==> src/rtl/uart_tx_arbiter_if.sv <==
// Request/transmitter bundle for uart_tx_arbiter: two requesters, the TX load
// path and the arbiter status flags.
interface uart_tx_arbiter_if #(
    parameter int D_WIDTH = 8
);
    logic                   req0_valid;
    logic [D_WIDTH-1:0]     req0_data;
    logic                   req0_ack;
    logic                   req1_valid;
    logic [2*D_WIDTH-1:0]   req1_data;
    logic                   req1_ack;
    logic [D_WIDTH-1:0]     tx_p_data;
    logic                   tx_data_valid;
    logic                   tx_busy;
    logic                   arb_busy;
    logic                   grant_id;
    logic                   timeout_err;

    // Requester/transmitter side
    modport master (
        output req0_valid, req0_data, req1_valid, req1_data, tx_busy,
        input  req0_ack, req1_ack, tx_p_data, tx_data_valid,
               arb_busy, grant_id, timeout_err
    );

    // Arbiter side
    modport slave (
        input  req0_valid, req0_data, req1_valid, req1_data, tx_busy,
        output req0_ack, req1_ack, tx_p_data, tx_data_valid,
               arb_busy, grant_id, timeout_err
    );
endinterface

==> src/rtl/uart_tx_arbiter.sv <==
// Round-robin front end for the UART transmitter: one-byte req0, two-byte req1
// (LSB first). Optional load-to-busy watchdog enabled by ARB_TX_TIMEOUT_EN.
module uart_tx_arbiter #(
    parameter int D_WIDTH     = 8,
    parameter int TIMEOUT_CYC = 4
) (
    input  logic             clk,
    input  logic             rst,
    uart_tx_arbiter_if.slave bus
);

    localparam logic [1:0] ST_IDLE    = 2'd0;
    localparam logic [1:0] ST_LOAD    = 2'd1;
    localparam logic [1:0] ST_WAIT_HI = 2'd2;
    localparam logic [1:0] ST_WAIT_LO = 2'd3;

    if (TIMEOUT_CYC < 1) begin : g_bad_cfg
        $error("uart_tx_arbiter: TIMEOUT_CYC must be at least 1");
    end

    logic [1:0]           state_r, state_s;
    logic [2*D_WIDTH-1:0] data_buf_r, data_buf_s;
    logic                 bytes_left_r, bytes_left_s;
    logic                 last_grant_r, last_grant_s;
    logic                 grant_id_r, grant_id_s;
    logic                 req0_ack_r, req0_ack_s;
    logic                 req1_ack_r, req1_ack_s;
    logic                 tx_valid_r, tx_valid_s;
    logic [D_WIDTH-1:0]   tx_p_data_r, tx_p_data_s;
    logic                 arb_busy_r, arb_busy_s;

`ifdef ARB_TX_TIMEOUT_EN
    localparam int               CNT_W    = $clog2(TIMEOUT_CYC + 1) + 1;
    localparam logic [CNT_W-1:0] CNT_LAST = CNT_W'(TIMEOUT_CYC - 1);
    localparam logic [CNT_W-1:0] CNT_ONE  = CNT_W'(1);
    logic [CNT_W-1:0]            cnt_r, cnt_s;
    logic                        timeout_err_r, timeout_err_s;
`endif

    // Next-state and next-output logic for the transfer sequencer
    always_comb begin
        state_s      = state_r;
        data_buf_s   = data_buf_r;
        bytes_left_s = bytes_left_r;
        last_grant_s = last_grant_r;
        grant_id_s   = grant_id_r;
        req0_ack_s   = 1'b0;
        req1_ack_s   = 1'b0;
        tx_valid_s   = 1'b0;
        tx_p_data_s  = tx_p_data_r;
`ifdef ARB_TX_TIMEOUT_EN
        cnt_s         = cnt_r;
        timeout_err_s = timeout_err_r;
`endif
        case (state_r)
            ST_IDLE: begin
                // On a tie the requester that did not win last time goes first
                if (bus.req0_valid && (!bus.req1_valid || last_grant_r)) begin
                    req0_ack_s   = 1'b1;
                    data_buf_s   = {{D_WIDTH{1'b0}}, bus.req0_data};
                    bytes_left_s = 1'b0;
                    last_grant_s = 1'b0;
                    grant_id_s   = 1'b0;
                    state_s      = ST_LOAD;
                end else if (bus.req1_valid) begin
                    req1_ack_s   = 1'b1;
                    data_buf_s   = bus.req1_data;
                    bytes_left_s = 1'b1;
                    last_grant_s = 1'b1;
                    grant_id_s   = 1'b1;
                    state_s      = ST_LOAD;
                end else begin
                    state_s = ST_IDLE;
                end
            end
            ST_LOAD: begin
                if (!bus.tx_busy) begin
                    tx_valid_s  = 1'b1;
                    tx_p_data_s = data_buf_r[D_WIDTH-1:0];
                    state_s     = ST_WAIT_HI;
`ifdef ARB_TX_TIMEOUT_EN
                    cnt_s = {CNT_W{1'b0}};
`endif
                end else begin
                    state_s = ST_LOAD;
                end
            end
            ST_WAIT_HI: begin
                if (bus.tx_busy) begin
                    state_s = ST_WAIT_LO;
`ifdef ARB_TX_TIMEOUT_EN
                end else if (cnt_r == CNT_LAST) begin
                    // Transmitter never took the byte: abandon the rest
                    timeout_err_s = 1'b1;
                    bytes_left_s  = 1'b0;
                    state_s       = ST_IDLE;
                end else begin
                    cnt_s = cnt_r + CNT_ONE;
`else
                end else begin
                    state_s = ST_WAIT_HI;
`endif
                end
            end
            ST_WAIT_LO: begin
                if (bus.tx_busy) begin
                    state_s = ST_WAIT_LO;
                end else if (bytes_left_r) begin
                    data_buf_s   = {{D_WIDTH{1'b0}}, data_buf_r[2*D_WIDTH-1:D_WIDTH]};
                    bytes_left_s = 1'b0;
                    state_s      = ST_LOAD;
                end else begin
                    state_s = ST_IDLE;
                end
            end
            default: begin
                state_s = ST_IDLE;
            end
        endcase
        arb_busy_s = (state_s != ST_IDLE);
    end

    // State and registered outputs; reset drops any buffered byte
    always_ff @(posedge clk or posedge rst) begin
        if (rst) begin
            state_r      <= ST_IDLE;
            data_buf_r   <= {(2*D_WIDTH){1'b0}};
            bytes_left_r <= 1'b0;
            last_grant_r <= 1'b1;
            grant_id_r   <= 1'b0;
            req0_ack_r   <= 1'b0;
            req1_ack_r   <= 1'b0;
            tx_valid_r   <= 1'b0;
            tx_p_data_r  <= {D_WIDTH{1'b0}};
            arb_busy_r   <= 1'b0;
        end else begin
            state_r      <= state_s;
            data_buf_r   <= data_buf_s;
            bytes_left_r <= bytes_left_s;
            last_grant_r <= last_grant_s;
            grant_id_r   <= grant_id_s;
            req0_ack_r   <= req0_ack_s;
            req1_ack_r   <= req1_ack_s;
            tx_valid_r   <= tx_valid_s;
            tx_p_data_r  <= tx_p_data_s;
            arb_busy_r   <= arb_busy_s;
        end
    end

`ifdef ARB_TX_TIMEOUT_EN
    // Load-to-busy watchdog counter and sticky error flag
    always_ff @(posedge clk or posedge rst) begin
        if (rst) begin
            cnt_r         <= {CNT_W{1'b0}};
            timeout_err_r <= 1'b0;
        end else begin
            cnt_r         <= cnt_s;
            timeout_err_r <= timeout_err_s;
        end
    end

    assign bus.timeout_err = timeout_err_r;
`else
    assign bus.timeout_err = 1'b0;
`endif

    assign bus.req0_ack      = req0_ack_r;
    assign bus.req1_ack      = req1_ack_r;
    assign bus.tx_data_valid = tx_valid_r;
    assign bus.tx_p_data     = tx_p_data_r;
    assign bus.arb_busy      = arb_busy_r;
    assign bus.grant_id      = grant_id_r;

endmodule

==> src/flat_wrapper.sv <==
// flat-port wrapper written by rule: the top's interface ports become plain ports
module uart_tx_arbiter_flat 
#(
    parameter int D_WIDTH     = 8,
    parameter int TIMEOUT_CYC = 4
)
  (clk, rst, bus_req0_valid, bus_req0_data, bus_req1_valid, bus_req1_data, bus_tx_busy, bus_req0_ack, bus_req1_ack, bus_tx_p_data, bus_tx_data_valid, bus_arb_busy, bus_grant_id, bus_timeout_err);
  uart_tx_arbiter_if #(.D_WIDTH(D_WIDTH)) bus_i ();
  input  logic clk;
  input  logic rst;
  input wire logic [$bits(bus_i.req0_valid)-1:0] bus_req0_valid;
  input wire logic [$bits(bus_i.req0_data)-1:0] bus_req0_data;
  input wire logic [$bits(bus_i.req1_valid)-1:0] bus_req1_valid;
  input wire logic [$bits(bus_i.req1_data)-1:0] bus_req1_data;
  input wire logic [$bits(bus_i.tx_busy)-1:0] bus_tx_busy;
  output wire logic [$bits(bus_i.req0_ack)-1:0] bus_req0_ack;
  output wire logic [$bits(bus_i.req1_ack)-1:0] bus_req1_ack;
  output wire logic [$bits(bus_i.tx_p_data)-1:0] bus_tx_p_data;
  output wire logic [$bits(bus_i.tx_data_valid)-1:0] bus_tx_data_valid;
  output wire logic [$bits(bus_i.arb_busy)-1:0] bus_arb_busy;
  output wire logic [$bits(bus_i.grant_id)-1:0] bus_grant_id;
  output wire logic [$bits(bus_i.timeout_err)-1:0] bus_timeout_err;
  assign bus_i.req0_valid = bus_req0_valid;
  assign bus_i.req0_data = bus_req0_data;
  assign bus_i.req1_valid = bus_req1_valid;
  assign bus_i.req1_data = bus_req1_data;
  assign bus_i.tx_busy = bus_tx_busy;
  assign bus_req0_ack = bus_i.req0_ack;
  assign bus_req1_ack = bus_i.req1_ack;
  assign bus_tx_p_data = bus_i.tx_p_data;
  assign bus_tx_data_valid = bus_i.tx_data_valid;
  assign bus_arb_busy = bus_i.arb_busy;
  assign bus_grant_id = bus_i.grant_id;
  assign bus_timeout_err = bus_i.timeout_err;
  uart_tx_arbiter #(.D_WIDTH(D_WIDTH), .TIMEOUT_CYC(TIMEOUT_CYC)) u_core (.clk(clk), .rst(rst), .bus(bus_i));
endmodule
==> config.mk <==
export PLATFORM = sky130hd
export DESIGN_NAME = uart_tx_arbiter_flat
export DESIGN_NICKNAME = d
export VERILOG_FILES = /design/src/rtl/uart_tx_arbiter_if.sv /design/src/rtl/uart_tx_arbiter.sv /design/src/flat_wrapper.sv
export SDC_FILE = /design/constraint.sdc
export NUM_CORES = 1
export LEC_CHECK = 0
export ABC_AREA = 1
export BUFFER_PORTS_ARGS = -buffer_cell sky130_fd_sc_hd__buf_2
export CAP_MARGIN = 10
export CORE_ASPECT_RATIO = 1.5
export CORE_MARGIN = 4
export CORE_UTILIZATION = 35
export CTS_CLUSTER_SIZE = 10
export DETAILED_ROUTE_END_ITERATION = 12
export PLACE_DENSITY = 0.62
export SYNTH_ARGS = -nofsm -noshare
export SYNTH_HDL_FRONTEND = slang
export SYNTH_SLANG_ARGS = --single-unit
==> constraint.sdc <==
create_clock -name clk -period 4.57 [get_ports clk]
set_clock_uncertainty 0.2 [all_clocks]
set_input_delay 0 -clock clk [delete_from_list [all_inputs] [get_ports clk]]
set_output_delay 0 -clock clk [all_outputs]
set_load 0.01 [all_outputs]
==> out/summary.txt, run 1 <==
Commonest cells in the netlist -> nand2_1 (94), dfrtp_1 (32), inv_1 (31)
Synth area leader -> dfrtp_1
H-tree Lvls -> 2
Clock transition at path regs -> 0.07 ns
DP Worst Slack -> 2.52 ns
Maximum clock rate -> 455 MHz
Total power draw -> 1.39 mW
Largest net degree at the start of global routing -> 34
Synth Area in Adders -> 4.26%
Reg-to-reg endpoint -> u_core.data_buf_r[2]$_DFFE_PP0P_
CTS root buf -> clkbuf_8
Port Buffer Count -> 41
Top cells by area, synth -> dfrtp_1 (45%), nand2_1 (20%), inv_1 (6.6%)
P per Cell Area -> 588 nW/um^2
Iteration-0 DRC count of the detailed router -> 38
Gr ovfl total -> 0
Setup repair after global routing missed its margin -> no
Cell Int Power -> 795 uW
Clk pwr share -> 15.3%
Vias in the first global route -> 1610
Initial antenna violation count -> 0
Io pins -> 43
Fill cell count -> 516
Post-Synth Simple-Gate Area -> 30.8%
Hpwl dp -> 2.74 mm
Status -> finished, final reports clean
MaxCap Viol Count -> 0
# setup viols final -> 0
Largest family of logic cells by synthesized area -> simple AND/OR/NAND/NOR gates
Die ar. -> 6260 um^2
Setup TNS -> 0 ns
RR Startpoint -> u_core.state_r[0]$_DFF_PP0_
Post-synthesis sequential element count -> 33
CP Capture Type -> register
Syn Inst Count -> 220
Startpoint type of the worst setup path -> register
Area delta synth->final -> 33.8%
Diodes inserted -> 0
DRC -> 0
Hold depth -> 3
Hold Crit Class -> primary input to register
CP Launch Point -> u_core.state_r[0]$_DFF_PP0_
Critical path peak fanout -> 11
Top reg by flops -> u_core.data_buf_r
Critical path class -> register to register
Final period util -> 48.1%
Latest clock arrival within the worst-skew pair -> 0.28 ns
Vias per cell -> 4.35
Number of synthesized flops with an enable pin -> 0
Routability cong. -> 0.802
First-pass GRT wire length -> 6.91 mm
Synth Area in Compound Gates -> 6.61%
Clk sinks -> 33
Combinational share of power -> 48.9%
WP data required -> 4.54 ns
Cell with the most instances after synthesis -> nand2_1
Final net count -> 326
Rows -> 31
Detail Route Antenna Nets -> 0
TritonCTS clock tree -> yes
Sequential fraction of the synthesis area -> 46.9%
Final WS setup -> 2.37 ns
Reg power frac -> 35.8%
Crit path DAT -> 2.17 ns
Worst Setup EP -> u_core.data_buf_r[2]$_DFFE_PP0P_
Core area -> 4850 um^2
Clock tree buffer depth -> 2
Switching power -> 592 uW
Post-synthesis mux area share -> 0%
Peak supply drop -> 0.000227 V
Cell leakage power -> 1.34 nW
Mapped Area -> 1760 um^2
Worst-case reg-to-reg path depth -> 7
Die Y -> 94.9 um
DR vias -> 1558
Share of cells above drive strength 1 -> 25.0%
Distinct cells, synth -> 24
Switching Share -> 42.7%
DIE WIDTH -> 65.9 um
Yosys warning count -> 0
Share of the synthesized area in the top cell type -> 45.5%
Syn Area/Cell -> 8.01 um^2
Setup slack, reg-to-reg -> 2.37 ns
Starting density of the core -> 36.3%
Asr flop ratio synth -> 100%
Final Hold Viols -> 0
Mapped Nets -> 255
WL final -> 3.80 mm
Max Slew Vio Count -> 0
Wire length per cell -> 10.6 um
GRT Util Overall -> 13.9%
TritonRoute pass-1 iters -> 4
Xor/xnor cell area share of the yosys netlist -> 0%
Ys flop type -> dfrtp_1
Fin crit period -> 2.20 ns
Max FFs per register -> 16
Num CTS Buffers -> 5
power by group through the flow:
stage,registers [mW],clock network [mW],logic (mW)
after CTS,0.495,0.221,0.686
final,0.496,0.212,0.679
after detailed placement,0.501,0,0.633
after floorplan,0.514,0,0.517
after global placement,0.499,0,0.619
after global routing,0.511,0.229,0.783
metal layers:
| metal | GRT usage [%] | vias up | part of all wire (%) |
|---|---|---|---|
| met5 | 0 | - | 0 |
| met3 | 2.02 | 7 | 3.7 |
| met2 | 26.4 | 34 | 54 |
| li1 | - | 807 | - |
| met1 | 14.9 | 710 | 41 |
| met4 | 6.06 | 0 | 1.7 |
cells by family after synthesis:
group           Yosys count
simple gates            124
buf+inv                  41
flops                    33
compound gates           15
fa+ha+maj                 6
other cells               1
final cells by class:
class | instances | area (um^2) | share of cell area, %
tap | 66 | 82.6 | 3.50
clock inverter | 3 | 17.5 | 0.743
inverter | 35 | 131 | 5.57
timing repair buffer | 70 | 493 | 20.9
sequential | 33 | 827 | 35.1
clock buffer | 5 | 68.8 | 2.92
multi-input combinational | 146 | 737 | 31.3
cell usage in the layout (no fill, tap or decap), drive strengths merged, types with 2 or more instances in the layout:
| cell | count |
|---|---|
| nand2 | 101 |
| buf | 42 |
| inv | 34 |
| dfrtp | 32 |
| dlygate4sd3 | 28 |
| nand3 | 19 |
| o21ai | 11 |
| ha | 6 |
| clkbuf | 5 |
| nor2 | 4 |
| clkinv | 3 |
| o22ai | 2 |
worst min path at each step:
stage / startpoint / endpoint
6_report: bus_req0_valid / u_core.bus.req0_ack$_DFF_PP0_
5_1_grt: bus_req0_valid / u_core.bus.req0_ack$_DFF_PP0_
4_1_cts: bus_req0_valid / u_core.bus.req0_ack$_DFF_PP0_
3_5_place_dp: rst / u_core.bus.arb_busy$_DFF_PP0_
3_3_place_gp: rst / u_core.bus.arb_busy$_DFF_PP0_
2_1_floorplan: bus_tx_busy / u_core.bus.tx_data_valid$_DFF_PP0_
per-stage QoR:
stage,cell area [um^2],hold slack [ns],std cells,util [%]
4_1_cts,2360,0.0116,358,48.6
3_3_place_gp,1990,-0.0881,322,41.1
3_5_place_dp,1990,-0.0884,322,41.1
5_1_grt,2360,0.0563,358,48.6
2_1_floorplan,1760,-0.109,220,-
6_report,2360,0.0196,358,48.6
repair_timing:
action / CTS / global route
hold endpoints to repair: 64 / 0
gates resized for setup: 0 / 0
buffers inserted: 0 / 0
hold buffers: 28 / 0
critical path, cell delays in order (launching register included):
cell	delay (ns)
dfrtp_1	0.41
ha_1	0.43
inv_2	0.20
nand3_1	0.11
dlygate4sd3_1	0.55
nand2_1	0.07
nand2_1	0.07
nand2_1	0.05
Power figures use the tool's default switching activity.
==> run 2: changes to the inputs <==
clock period = 2.16 ns   (was 4.57 ns; I/O delays follow)
==> out/summary.txt, run 2 (same netlist as run 1, synthesis figures left out) <==
Peak supply drop -> 0.000502 V (+120%)
Final net count -> 330 (+1.2%)
Startpoint type of the worst setup path -> register
Cell Int Power -> 1.73 mW (+120%)
Combinational share of power -> 49.4% (+0.5 points)
Reg-to-reg endpoint -> u_core.data_buf_r[3]$_DFFE_PP0P_
Critical path class -> register to register
Max Slew Vio Count -> 0 (unchanged)
Largest net degree at the start of global routing -> 34 (unchanged)
Placed Cells incl. Taps -> 324 (+0.62%)
DR vias -> 1536 (-1.4%)
Reg power frac -> 35.1% (-0.7 points)
Final period util -> 94.3% (+46 points)
P per Cell Area -> 1250 nW/um^2 (+110%)
Most frequent cells in the layout -> nand2_1 (94), buf_2 (41), dfrtp_1 (32), inv_1 (31), dlygate4sd3_1 (29)
WP data required -> 2.19 ns (-2.35 ns)
CP Capture Type -> register
WL final -> 3.98 mm (+4.7%)
Fin crit period -> 2.04 ns (-0.162 ns)
Commonest non-fill, non-tap cell in the layout -> nand2_1
Setup slack, reg-to-reg -> 0.12 ns (-2.25 ns)
Cell mode on critical path -> nand2_1
Vias in the first global route -> 1559 (-3.2%)
CP top delay family -> buffers and inverters
Finished layout cell area -> 2390 um^2 (+1.6%)
RR Startpoint -> u_core.state_r[0]$_DFF_PP0_
Wire length per cell -> 11.0 um (+3.6%)
Latest clock arrival within the worst-skew pair -> 0.29 ns (about the same)
Die ar. -> 6260 um^2 (unchanged)
GRT Util Overall -> 14.5% (+0.56 points)
Clk pwr share -> 15.6% (+0.3 points)
CTS root buf -> clkbuf_8
Non-Filler Instances -> 362 (+1.1%)
Detail Route Antenna Nets -> 0 (unchanged)
Gr ovfl total -> 0 (unchanged)
Clock tree buffer depth -> 2 (unchanged)
Rows -> 31 (unchanged)
Clk sinks -> 33 (unchanged)
Routability cong. -> 0.843 (+5.0%)
# setup viols final -> 0 (unchanged)
Final Util -> 49.4% (+0.77 points)
Switching Share -> 42.5% (-0.16 points)
Vias per cell -> 4.24 (-2.5%)
Port Buffer Count -> 41 (unchanged)
Maximum clock rate -> 491 MHz (+7.9%)
Core area -> 4850 um^2 (unchanged)
Fill cell count -> 492 (-4.7%)
Max FFs per register -> 16 (unchanged)
Cell leakage power -> 1.35 nW (+1.4%)
Initial antenna violation count -> 0 (unchanged)
Status -> finished, final reports clean
Setup repair after global routing missed its margin -> no
Buf/Inv on CP -> 3 (+1)
Iteration-0 DRC count of the detailed router -> 52 (+37%)
TritonCTS clock tree -> yes
MaxCap Viol Count -> 0 (unchanged)
DRC -> 0 (unchanged)
Diodes inserted -> 0 (unchanged)
Crit-path cells -> ha_2 > buf_4 > inv_4 > nand3_1 > dlygate4sd3_1 > nand2_1 > nand2_1 > nand2_1
First-pass GRT wire length -> 7.00 mm (+1.4%)
Final Hold Viols -> 0 (unchanged)
DIE WIDTH -> 65.9 um (unchanged)
Area of the multi-input gates -> 739 um^2 (+0.34%)
CP max stage delay -> 0.56 ns (about the same)
Area delta synth->final -> 35.9%
Io pins -> 43 (unchanged)
Hold Worst Slack -> 0.138 ns (+0.118 ns)
Top reg by flops -> u_core.data_buf_r
Hold Crit Class -> primary input to async pin
H-tree Lvls -> 2 (unchanged)
Share of cells above drive strength 1 -> 26.0% (+1.0 points)
Worst-case reg-to-reg path depth -> 8 (+1)
Hpwl dp -> 2.79 mm (+1.9%)
Switching power -> 1.28 mW (+120%)
Starting density of the core -> 36.3% (unchanged)
Crit path DAT -> 2.07 ns (-0.10 ns)
Post-DP Area -> 2010 um^2 (+0.75%)
Setup TNS -> 0 ns (unchanged)
Critical path peak fanout -> 9 (-2)
Worst path slowest cell -> dlygate4sd3_1
Num CTS Buffers -> 5 (unchanged)
Clock transition at path regs -> 0.07 ns (about the same)
Die Y -> 94.9 um (unchanged)
TritonRoute pass-1 iters -> 4 (unchanged)
Seq. cell area -> 827 um^2 (unchanged)
==> run 2: cell count changes in the layout (fill, tap and decap cells not counted), sizes merged <==
cell,change
dlygate4sd3,+1
buf,+3
==> run 2: worst max path at each step <==
stage          slack (ns)                                end  depth (start not counted)                         from
2_1_floorplan        0.53  u_core.data_buf_r[10]$_DFFE_PP0P_                          7  u_core.state_r[0]$_DFF_PP0_
3_3_place_gp         0.24   u_core.data_buf_r[8]$_DFFE_PP0P_                          9  u_core.state_r[0]$_DFF_PP0_
3_5_place_dp         0.17   u_core.data_buf_r[3]$_DFFE_PP0P_                          9  u_core.state_r[0]$_DFF_PP0_
4_1_cts              0.04   u_core.data_buf_r[3]$_DFFE_PP0P_                          8  u_core.state_r[0]$_DFF_PP0_
5_1_grt             0.007   u_core.data_buf_r[2]$_DFFE_PP0P_                          8  u_core.state_r[1]$_DFF_PP0_
6_report             0.12   u_core.data_buf_r[3]$_DFFE_PP0P_                          8  u_core.state_r[0]$_DFF_PP0_
==> run 2: cell type report <==
type,instances,share of cell area (%)
timing repair buffer,74,21.9
clock buffer,5,2.87
multi-input combinational,146,30.9
sequential,33,34.5
clock inverter,3,0.731
tap,66,3.45
inverter,35,5.59
==> run 2: worst reg2reg max path, cell delays in order, from the launching register on <==
cell	delay (ns)
dfrtp_1	0.42
ha_2	0.23
buf_4	0.18
inv_4	0.11
nand3_1	0.07
dlygate4sd3_1	0.56
nand2_1	0.08
nand2_1	0.07
nand2_1	0.06
==> run 2: what timing repair did <==
item	in CTS	in global routing
hold endpoints to repair	65	0
hold buffers	29	0
buffers inserted	0	1
gates resized for setup	0	2
endpoints found under the setup margin	0	8
==> run 2: power groups by stage <==
stage               clock network [mW]  logic, mW  registers (mW)
floorplan                            0       1.09            1.09
global placement                     0       1.35            1.06
detailed placement                   0       1.37            1.07
CTS                              0.476       1.48            1.06
global route                     0.496       1.72            1.09
finish                           0.467       1.48            1.05
==> run 2: stage by stage <==
stage	setup WS [ns]	total power [mW]
floorplan	0.533	2.18
finish	0.123	3.00
global route	0.00652	3.30
CTS	0.0409	3.01
global placement	0.244	2.41
detailed placement	0.174	2.43
==> run 2: layer usage <==
| layer | track usage [%] | vias to the layer above | share of wire, % | wire length, um |
|---|---|---|---|---|
| li1 | - | 812 | - | - |
| met1 | 16.3 | 683 | 41 | 1650 |
| met2 | 26.3 | 33 | 52 | 2080 |
| met3 | 2.86 | 8 | 4.4 | 174 |
| met4 | 5.71 | 0 | 1.9 | 77 |
| met5 | 0 | - | 0 | 0 |
==> run 3: changes to the inputs <==
RECOVER_POWER = 25   (was not set)
SLEW_MARGIN = 0   (was not set)
==> out/summary.txt, run 3 (same netlist as run 1, synthesis figures left out) <==
Worst-case reg-to-reg path depth -> 8 (unchanged)
Final period util -> 93.6% (-0.68 points)
MaxCap Viol Count -> 0 (unchanged)
Area delta synth->final -> 35.8%
Setup slack, reg-to-reg -> 0.14 ns (about the same)
Hold depth -> 2
Max Slew Vio Count -> 0 (unchanged)
H-tree Lvls -> 2 (unchanged)
Detail Route Antenna Nets -> 0 (unchanged)
DIE WIDTH -> 65.9 um (unchanged)
Max FFs per register -> 16 (unchanged)
Area of the multi-input gates -> 739 um^2 (unchanged)
Worst hold start -> u_core.bus.tx_p_data[4]$_DFFE_PP0P_
TritonRoute pass-1 iters -> 4 (unchanged)
Starting density of the core -> 36.3% (unchanged)
DR vias -> 1548 (+0.78%)
Setup repair after global routing missed its margin -> no
Vias per cell -> 4.28 (+0.78%)
WP data required -> 2.19 ns (about the same)
Wire length per cell -> 11.0 um (-0.35%)
CP Capture Type -> register
Die ar. -> 6260 um^2 (unchanged)
Critical path peak fanout -> 9 (unchanged)
Status -> finished, final reports clean
Buf/Inv on CP -> 3 (unchanged)
GRT Util Overall -> 14.5% (unchanged)
Num CTS Buffers -> 5 (unchanged)
Initial antenna violation count -> 0 (unchanged)
WL final -> 3.96 mm (-0.35%)
Die Y -> 94.9 um (unchanged)
Share of cells above drive strength 1 -> 26.0% (unchanged)
Startpoint type of the worst setup path -> register
Final Hold Viols -> 0 (unchanged)
First-pass GRT wire length -> 7.00 mm (unchanged)
Largest net degree at the start of global routing -> 34 (unchanged)
P per Cell Area -> 1260 nW/um^2 (+0.11%)
Vias in the first global route -> 1559 (unchanged)
Port Buffer Count -> 41 (unchanged)
CP Launch Point -> u_core.state_r[0]$_DFF_PP0_
Final net count -> 330 (unchanged)
RR Startpoint -> u_core.state_r[0]$_DFF_PP0_
CTS root buf -> clkbuf_8
DP Worst Slack -> 0.174 ns (unchanged)
Latest clock arrival within the worst-skew pair -> 0.29 ns (about the same)
Routability cong. -> 0.843 (unchanged)
Final WS setup -> 0.138 ns (+0.0148 ns)
Gr ovfl total -> 0 (unchanged)
# setup viols final -> 0 (unchanged)
Worst path slowest cell -> dlygate4sd3_1
Diodes inserted -> 0 (unchanged)
Clock transition at path regs -> 0.07 ns (about the same)
Iteration-0 DRC count of the detailed router -> 72 (+38%)
WHS Endpoint -> u_core.bus.tx_p_data[4]$_DFFE_PP0P_
Top reg by flops -> u_core.data_buf_r
Critical path class -> register to register
Setup TNS -> 0 ns (unchanged)
TritonCTS clock tree -> yes
Fin crit period -> 2.02 ns (-0.0148 ns)
Core area -> 4850 um^2 (unchanged)
Commonest non-fill, non-tap cell in the layout -> nand2_1
Most frequent cells in the layout -> nand2_1 (94), buf_2 (41), dfrtp_1 (32), inv_1 (31), dlygate4sd3_1 (29)
Maximum clock rate -> 495 MHz (+0.73%)
Cell mode on critical path -> nand2_1
Reg-to-reg endpoint -> u_core.data_buf_r[3]$_DFFE_PP0P_
Crit-path cells -> ha_2 > buf_4 > inv_4 > nand3_1 > dlygate4sd3_1 > nand2_1 > nand2_1 > nand2_1
Crit path DAT -> 2.06 ns (about the same)
Worst slew margin -> 45.0%
Cell leakage power -> 1.35 nW (about the same)
CP top delay family -> buffers and inverters
DRC -> 0 (unchanged)
Io pins -> 43 (unchanged)
Hold Crit Class -> register to register
Clk sinks -> 33 (unchanged)
Fill cell count -> 493 (+0.20%)
Slew at the pin with the worst max-slew slack -> 0.825 ns
Peak supply drop -> 0.000501 V (about the same)
Seq. cell area -> 827 um^2 (unchanged)
Rows -> 31 (unchanged)
CP max stage delay -> 0.56 ns (about the same)
Clock tree buffer depth -> 2 (unchanged)
Hpwl dp -> 2.79 mm (unchanged)
-- run 3: changes by cell type in the layout (fill, tap and decap cells not counted) --
| cell | previous run | this run |
|---|---|---|
| buf_4 | 4 | 3 |
| clkbuf_2 | 0 | 1 |
-- run 3: per-layer routing --
metal  routed length [um]  vias up  track usage (%)
met1                 1630      699             16.3
li1                     -      813                -
met4                   77        0             5.71
met3                  155        7             2.86
met5                    0        -                0
met2                 2100       29             26.3
-- run 3: what timing repair did --
action                                  in CTS  in global routing
hold buffers                                29                  0
hold endpoints to repair                    65                  0
buffers inserted                             0                  1
endpoints found under the setup margin       0                  8
gates resized for setup                      0                  2
-- run 3: per-stage QoR --
step / power [mW] / hold WS (ns) / area [um^2] / std cells / util [%]
finish: 3.00 / 0.264 / 2390 / 362 / 49.3
global route: 3.30 / 0.299 / 2390 / 362 / 49.3
CTS: 3.01 / 0.149 / 2380 / 361 / 49.1
detailed placement: 2.43 / -0.0882 / 2010 / 324 / 41.4
global placement: 2.41 / -0.0888 / 2010 / 324 / 41.4
floorplan: 2.18 / -0.109 / 1760 / 220 / -
-- run 3: how the worst max path moves through the flow --
stage / end / slack [ns] / cells after the start
after global routing: u_core.data_buf_r[2]$_DFFE_PP0P_ / 0.007 / 8
after detailed placement: u_core.data_buf_r[3]$_DFFE_PP0P_ / 0.17 / 9
final: u_core.data_buf_r[3]$_DFFE_PP0P_ / 0.14 / 8
after floorplan: u_core.data_buf_r[10]$_DFFE_PP0P_ / 0.53 / 7
after global placement: u_core.data_buf_r[8]$_DFFE_PP0P_ / 0.24 / 9
after CTS: u_core.data_buf_r[3]$_DFFE_PP0P_ / 0.04 / 8
-- run 3: area by class of cell --
type / instances / area share [%]
clock buffers: 5 / 2.88
repair buffers: 74 / 21.9
inverters: 35 / 5.60
flip-flops and latches: 33 / 34.6
clock inverters: 3 / 0.732
multi-input cells: 146 / 30.9
well taps: 66 / 3.45
-- run 3: power by group --
group	switching (mW)	internal [mW]	total, mW
Sequential	0.146	0.908	1.05
Clock	0.246	0.222	0.468
Combinational	0.885	0.596	1.48
Total	1.28	1.73	3.00
-- run 3: tightest hold or removal path, stage by stage (launching register included) --
cell and delay, ns:
dfrtp_1 0.34, nand2_1 0.05, nand2_1 0.04
